<file path="src/rtl/dram_bridge_pkg.sv">
// Shared types for the data-memory bridge: FSM state encoding and the
// captured request record driven onto the memory bus.
package dram_bridge_pkg;

    localparam int BUS_ADDR_W = 32;
    localparam int BUS_DATA_W = 32;
    localparam int BUS_MASK_W = BUS_DATA_W / 8;

    typedef enum logic [2:0] {
        IDLE = 3'd0,
        REQ  = 3'd1,
        WAIT = 3'd2,
        DONE = 3'd3,
        ERR  = 3'd4
    } state_t;

    typedef struct packed {
        logic                  wen;
        logic [BUS_ADDR_W-1:0] addr;
        logic [BUS_DATA_W-1:0] wdata;
        logic [BUS_MASK_W-1:0] wmask;
    } req_t;

endpackage

</file>
<file path="src/rtl/sat_counter.sv">
// Saturating up-counter with synchronous clear; hit flags the enabled cycle
// whose increment reaches the limit.
module sat_counter #(
    parameter int W = 8
) (
    input  logic         clk,
    input  logic         rst,
    input  logic         clear,
    input  logic         en,
    input  logic [W-1:0] limit,
    output logic         hit
);

    logic [W-1:0] count_q;
    logic [W:0]   count_inc;

    assign count_inc = {1'b0, count_q} + {{W{1'b0}}, 1'b1};
    assign hit       = en && (count_inc >= {1'b0, limit});

    always_ff @(posedge clk or negedge rst) begin
        if (!rst) begin
            count_q <= '0;
        end else if (clear) begin
            count_q <= '0;
        end else if (en && (count_q < limit)) begin
            count_q <= count_inc[W-1:0];
        end
    end

endmodule

</file>
<file path="src/rtl/dram_bridge.sv">
// Bridges the core's zero-latency data-RAM port onto a valid/ready request
// channel plus response strobe, stalling the core until the response lands.
module dram_bridge
    import dram_bridge_pkg::*;
#(
    parameter int ADDR_W  = BUS_ADDR_W,
    parameter int DATA_W  = BUS_DATA_W,
    parameter int TIMEOUT = 255
) (
    input  logic                clk,
    input  logic                rst,
    input  logic                cpu_en,
    input  logic                cpu_wen,
    input  logic [ADDR_W-1:0]   cpu_addr,
    input  logic [DATA_W-1:0]   cpu_wdata,
    input  logic [DATA_W/8-1:0] cpu_wmask,
    output logic [DATA_W-1:0]   cpu_rdata,
    output logic                cpu_stall,
    output logic                mem_req_valid,
    input  logic                mem_req_ready,
    output logic                mem_req_wen,
    output logic [ADDR_W-1:0]   mem_req_addr,
    output logic [DATA_W-1:0]   mem_req_wdata,
    output logic [DATA_W/8-1:0] mem_req_wmask,
    input  logic                mem_rsp_valid,
    input  logic [DATA_W-1:0]   mem_rsp_rdata,
    output logic                err,
    output state_t              state_dbg
);

    // Handshake: a request transfers on a cycle with mem_req_valid && mem_req_ready;
    // valid and the request fields stay fixed until then. The response is a single
    // mem_rsp_valid strobe, honoured only at or after acceptance of the request.

    localparam int CNT_W = $clog2(TIMEOUT + 1);
    localparam logic [CNT_W-1:0] LIMIT = CNT_W'(TIMEOUT);

    state_t              state_q, state_d;
    req_t                req_q;
    logic [DATA_W-1:0]   rdata_q;
    logic                cnt_clear, cnt_en, cnt_hit;
    logic                rsp_take;

    sat_counter #(.W(CNT_W)) u_timeout (
        .clk   (clk),
        .rst   (rst),
        .clear (cnt_clear),
        .en    (cnt_en),
        .limit (LIMIT),
        .hit   (cnt_hit)
    );

    assign rsp_take = ((state_q == REQ) && mem_req_ready && mem_rsp_valid) ||
                      ((state_q == WAIT) && mem_rsp_valid);

    always_ff @(posedge clk or negedge rst) begin
        if (!rst) begin
            state_q <= IDLE;
            req_q   <= '0;
            rdata_q <= '0;
        end else begin
            state_q <= state_d;
            if ((state_q == IDLE) && cpu_en) begin
                req_q <= '{wen: cpu_wen, addr: cpu_addr, wdata: cpu_wdata, wmask: cpu_wmask};
            end
            if (rsp_take) begin
                rdata_q <= mem_rsp_rdata;
            end
        end
    end

    always_comb begin
        state_d       = state_q;
        cpu_stall     = 1'b0;
        mem_req_valid = 1'b0;
        cnt_clear     = 1'b0;
        cnt_en        = 1'b0;
        case (state_q)
            IDLE: begin
                cpu_stall = cpu_en;
                if (cpu_en) begin
                    cnt_clear = 1'b1;
                    state_d   = REQ;
                end
            end
            REQ: begin
                cpu_stall     = 1'b1;
                mem_req_valid = 1'b1;
                cnt_en        = 1'b1;
                if (mem_req_ready && mem_rsp_valid) begin
                    state_d = DONE;
                end else if (cnt_hit) begin
                    state_d = ERR;
                end else if (mem_req_ready) begin
                    state_d = WAIT;
                end
            end
            WAIT: begin
                cpu_stall = 1'b1;
                cnt_en    = 1'b1;
                if (mem_rsp_valid) begin
                    state_d = DONE;
                end else if (cnt_hit) begin
                    state_d = ERR;
                end
            end
            // cpu_en is deliberately ignored here so the committing instruction is not reissued.
            DONE: begin
                state_d = IDLE;
            end
            ERR: begin
                cpu_stall = 1'b1;
            end
            default: begin
                state_d = IDLE;
            end
        endcase
    end

    assign mem_req_wen   = req_q.wen;
    assign mem_req_addr  = req_q.addr;
    assign mem_req_wdata = req_q.wdata;
    assign mem_req_wmask = req_q.wmask;
    assign cpu_rdata     = rdata_q;
    assign err           = (state_q == ERR);
    assign state_dbg     = state_q;

endmodule

</file>
<file path="config.mk">
export PLATFORM = sky130hd
export DESIGN_NAME = dram_bridge
export DESIGN_NICKNAME = d
export VERILOG_FILES = /design/src/rtl/dram_bridge_pkg.sv /design/src/rtl/sat_counter.sv /design/src/rtl/dram_bridge.sv
export SDC_FILE = /design/constraint.sdc
export NUM_CORES = 1
export LEC_CHECK = 0
export CAP_MARGIN = 15
export CORE_ASPECT_RATIO = 0.7
export CORE_UTILIZATION = 46
export CTS_CLUSTER_DIAMETER = 200
export DETAILED_ROUTE_END_ITERATION = 10
export GPL_TIMING_DRIVEN = 0
export MAX_ROUTING_LAYER = met4
export PLACE_DENSITY = 0.92
export SYNTH_ARGS = -nofsm -noshare
export SYNTH_HDL_FRONTEND = slang
export SYNTH_HIERARCHICAL = 1
export SYNTH_SLANG_ARGS = --single-unit
</file>
<file path="constraint.sdc">
create_clock -name clk -period 2.5 [get_ports clk]
set_clock_uncertainty 0.05 [all_clocks]
set_input_delay 0.75 -clock clk [delete_from_list [all_inputs] [get_ports clk]]
set_output_delay 0.75 -clock clk [all_outputs]
set_load 0.02 [all_outputs]
</file>
==> flow_metrics.py, run 1 <==
metrics = {
    "setup_path": {
        "worst-path-max-fanout": 6,
        "cpPeakStageDelay_ns": 0.44,
        "reg2reg_to": "state_dbg[2]",
        "cp-end-kind": "flop",
        "r2r_slack_ns": 0.08,
        "required_ns": 2.68,
        "reg2reg_depth": 9,
        "worst-path-buf-inv": 0,
        "critPathSlowestCell": "dfrtp_2",
        "cp-start-kind": "flop",
        "cp.arrival_ns": 2.60,
        "cpLargestDelayFamily": "compound AO/OA/AOI/OAI gates",
        "timing.rr.start": "u_timeout/count_q[0]",
        "critPathKind": "flop to flop",
        "crit_chain": "and3_1 -> nand3_2 -> xnor2_1 -> ha_1 -> o2111ai_1 -> a21oi_1 -> o31a_1 -> o31a_1 -> a31o_2",
        "critPathMostFrequentCell": "o31a_1",
    },
    "floorplanning": {
        "die_w_um": 142,
        "ios": 213,
        "num_rows": 35,
        "dieHeight_um": 100,
        "die_area_um2": 14200,
        "core_um2": 13300,
        "start_util_pct": 47.7,
    },
    "global_routing": {
        "grt_pass1_vias": 5185,
        "grt_use_total_pct": 24.4,
        "grt-ovfl-total": 0,
        "antenna_found_initial": 0,
        "grt_first_pass_wirelength_um": 26600,
        "grt_max_degree": 95,
    },
    "clock_network": {
        "h-tree-depth": 3,
        "cts-root-buf": "clkbuf_16",
        "clk_pin_slew_ns": 0.08,
        "cts.sinks": 112,
        "cts_buffer_depth": 2,
        "clk_latency_ns": 0.34,
        "cts_buffers": 9,
        "cts_tree": "built",
    },
    "logic_synthesis": {
        "post_synth.cell_area_avg_um2": 12.0,
        "yosysWarningCount": 6,
        "yosys_most_used_dff": "dfrtp_1",
        "synth-edff-count": 0,
        "async_reset_ff_share_pct": 100,
        "netlist_instances": 529,
        "synth_area_um2": 6320,
        "synth-seq-cells": 112,
        "yosysSeqAreaShare_pct": 44.3,
        "ys_types": 46,
    },
    "final_layout": {
        "n_antenna_cell": 0,
        "final_core_util_pct": 68.7,
        "final_area_um2": 9120,
        "final_cell_mix": "clkdlybuf4s50_1 (208), dfrtp_1 (106), nand2b_1 (69), mux2_4 (68), o22ai_1 (65)",
        "area_growth_pct": 44.1,
        "nets": 888,
        "final_common_cell": "clkdlybuf4s50_1",
        "drive_gt1_share_pct": 21.7,
    },
    "timing": {
        "relSlewSlack_pct": 63.0,
        "worstMarginPinSlew_ns": 0.555,
        "post-route-period-util_pct": 96.7,
        "holdWs_ns": 0.188,
        "fin_crit_ns": 2.42,
        "fin_ws_ns": 0.0830,
        "slew_violations": 0,
        "max_freq_ghz": 0.414,
        "finalSetupViolations": 0,
        "hold_viol_final": 0,
    },
    "placement": {
        "hpwl_um": 12800,
        "place_ws_ns": -0.328,
        "place_area_um2": 8740,
        "port_buffers": 212,
        "gp_congestion": 0.842,
    },
    "power": {
        "seqPwrFrac_pct": 28.8,
        "p_clk_share_pct": 12.0,
        "cell_internal_pwr_uw": 7120,
        "power.switching_uw": 4650,
        "ir_worst_vdd_uv": 738,
        "p_comb_share_pct": 59.1,
        "netSwitchingFraction_pct": 39.5,
        "power_leakage_uw": 0.00388,
        "power_density_nw_per_um2": 1290,
    },
    "job": {
        "cap_violations": 0,
    },
    "worst_hold_path": {
        "holdCritPathClass": "input pin to async pin",
    },
    "route": {
        "ant_nets": 0,
        "vias_per_cell": 5.49,
        "dr_total_vias": 5245,
        "totalWireLength_um": 17500,
        "drt-initial-drc-count": 460,
        "post_drt_wl_per_cell_um": 18.3,
        "dr.pass1.iters": 5,
        "drc": 0,
    },
    "status": {
        "status": "completed",
    },
}
[layer usage]
layer  vias up  GRT usage [%]  routed length, um
li1       2418              -                  -
met1      2568           31.1               7370
met2       239           39.4               8600
met3        20           6.01               1300
met4         0           5.46                191
met5         -              -                  0
[repair_timing]
item                       CTS  global route
hold buffers                 0             0
hold endpoints to repair     0             0
gates resized for setup     20             9
buffers inserted             0             4
setup endpoints to repair    4             4
[registers in the layout, indices dropped and copies added, names as in the netlist]
register / flops
state_dbg: 3
mem_req_addr: 32
mem_req_wmask: 4
mem_req_wdata: 32
cpu_rdata: 32
mem_req_wen: 1
u_timeout/count_q: 8
[kinds of logic after synthesis]
kind of cell / synth area share [%]
AOI/OAI and AO/OA: 15.9
xor gates and xnor gates: 0.831
adders and majority gates: 3.52
buffers and inverters: 6.69
DFF: 44.3
muxes: 16.7
other: 0.0593
and+or+nand+nor: 12.1
[synth_stat cells (2+ instances only)]
| master | number | area share, % |
|---|---|---|
| buf_6 | 3 | 0.53 |
| clkbuf_1 | 5 | 0.30 |
| o31a_1 | 2 | 0.28 |
| nand2b_1 | 69 | 6.8 |
| dfrtp_1 | 112 | 44 |
| o22ai_1 | 65 | 6.4 |
| o2111ai_1 | 2 | 0.28 |
| a221oi_1 | 15 | 2.1 |
| a221oi_2 | 17 | 4.0 |
| inv_1 | 13 | 0.77 |
| o31ai_1 | 6 | 0.71 |
| a21oi_1 | 11 | 0.87 |
| or4_1 | 6 | 0.71 |
| nor2b_1 | 3 | 0.30 |
| nor2_1 | 40 | 2.4 |
| and3_1 | 2 | 0.20 |
| nand3_1 | 5 | 0.40 |
| and2_1 | 2 | 0.20 |
| xnor2_1 | 5 | 0.69 |
| buf_2 | 24 | 1.9 |
| ha_1 | 17 | 3.4 |
| mux2_4 | 68 | 16 |
| buf_12 | 8 | 2.5 |
| a21o_1 | 2 | 0.24 |
| nand2_1 | 2 | 0.12 |
| buf_4 | 5 | 0.59 |
[final cells by class]
cell class	instances	area [um2]
Fill cell	933	4150
Multi-Input combinational cell	366	3160
Sequential cell	112	2810
Timing Repair Buffer	217	2170
Buffer	46	394
Tap cell	185	231
Clock buffer	9	225
Clock inverter	7	77.6
Inverter	13	48.8
[through the flow]
stage / setup TNS, ns / power, uW / std cells
6_report: 0 / 11800 / 955
5_1_grt: -0.0334 / 12400 / 955
4_1_cts: 0 / 11700 / 951
3_5_place_dp: -0.351 / 10200 / 935
3_3_place_gp: -419.69 / 10000 / 934
2_1_floorplan: 0 / 7490 / 537
[power by group through the flow]
stage               sequential (uW)  combinational [uW]  clock, uW
floorplan                      4330                3160          0
detailed placement             3390                6820          0
CTS                            3380                6880       1460
finish                         3390                6960       1420
global route                   3490                7360       1520
global placement               3320                6680          0
[how the worst max path moves through the flow]
stage / startpoint / to / slack, ns / depth (start not counted)
floorplan: state_dbg[0] / cpu_stall / 0.19 / 4
global placement: rst / cpu_rdata[24] / -3.76 / 1
detailed placement: cpu_en / cpu_stall / -0.33 / 4
CTS: state_dbg[0] / cpu_stall / 0.0009 / 5
global route: u_timeout/count_q[0] / state_dbg[1] / -0.03 / 10
finish: u_timeout/count_q[0] / state_dbg[2] / 0.08 / 9
Power figures use the tool's default switching activity.
==> run 2: changes to the inputs <==
- CAP_MARGIN: 15 -> default
==> results of run 2 <==
The final DEF is identical to that of run 1; final timing and power are the same.
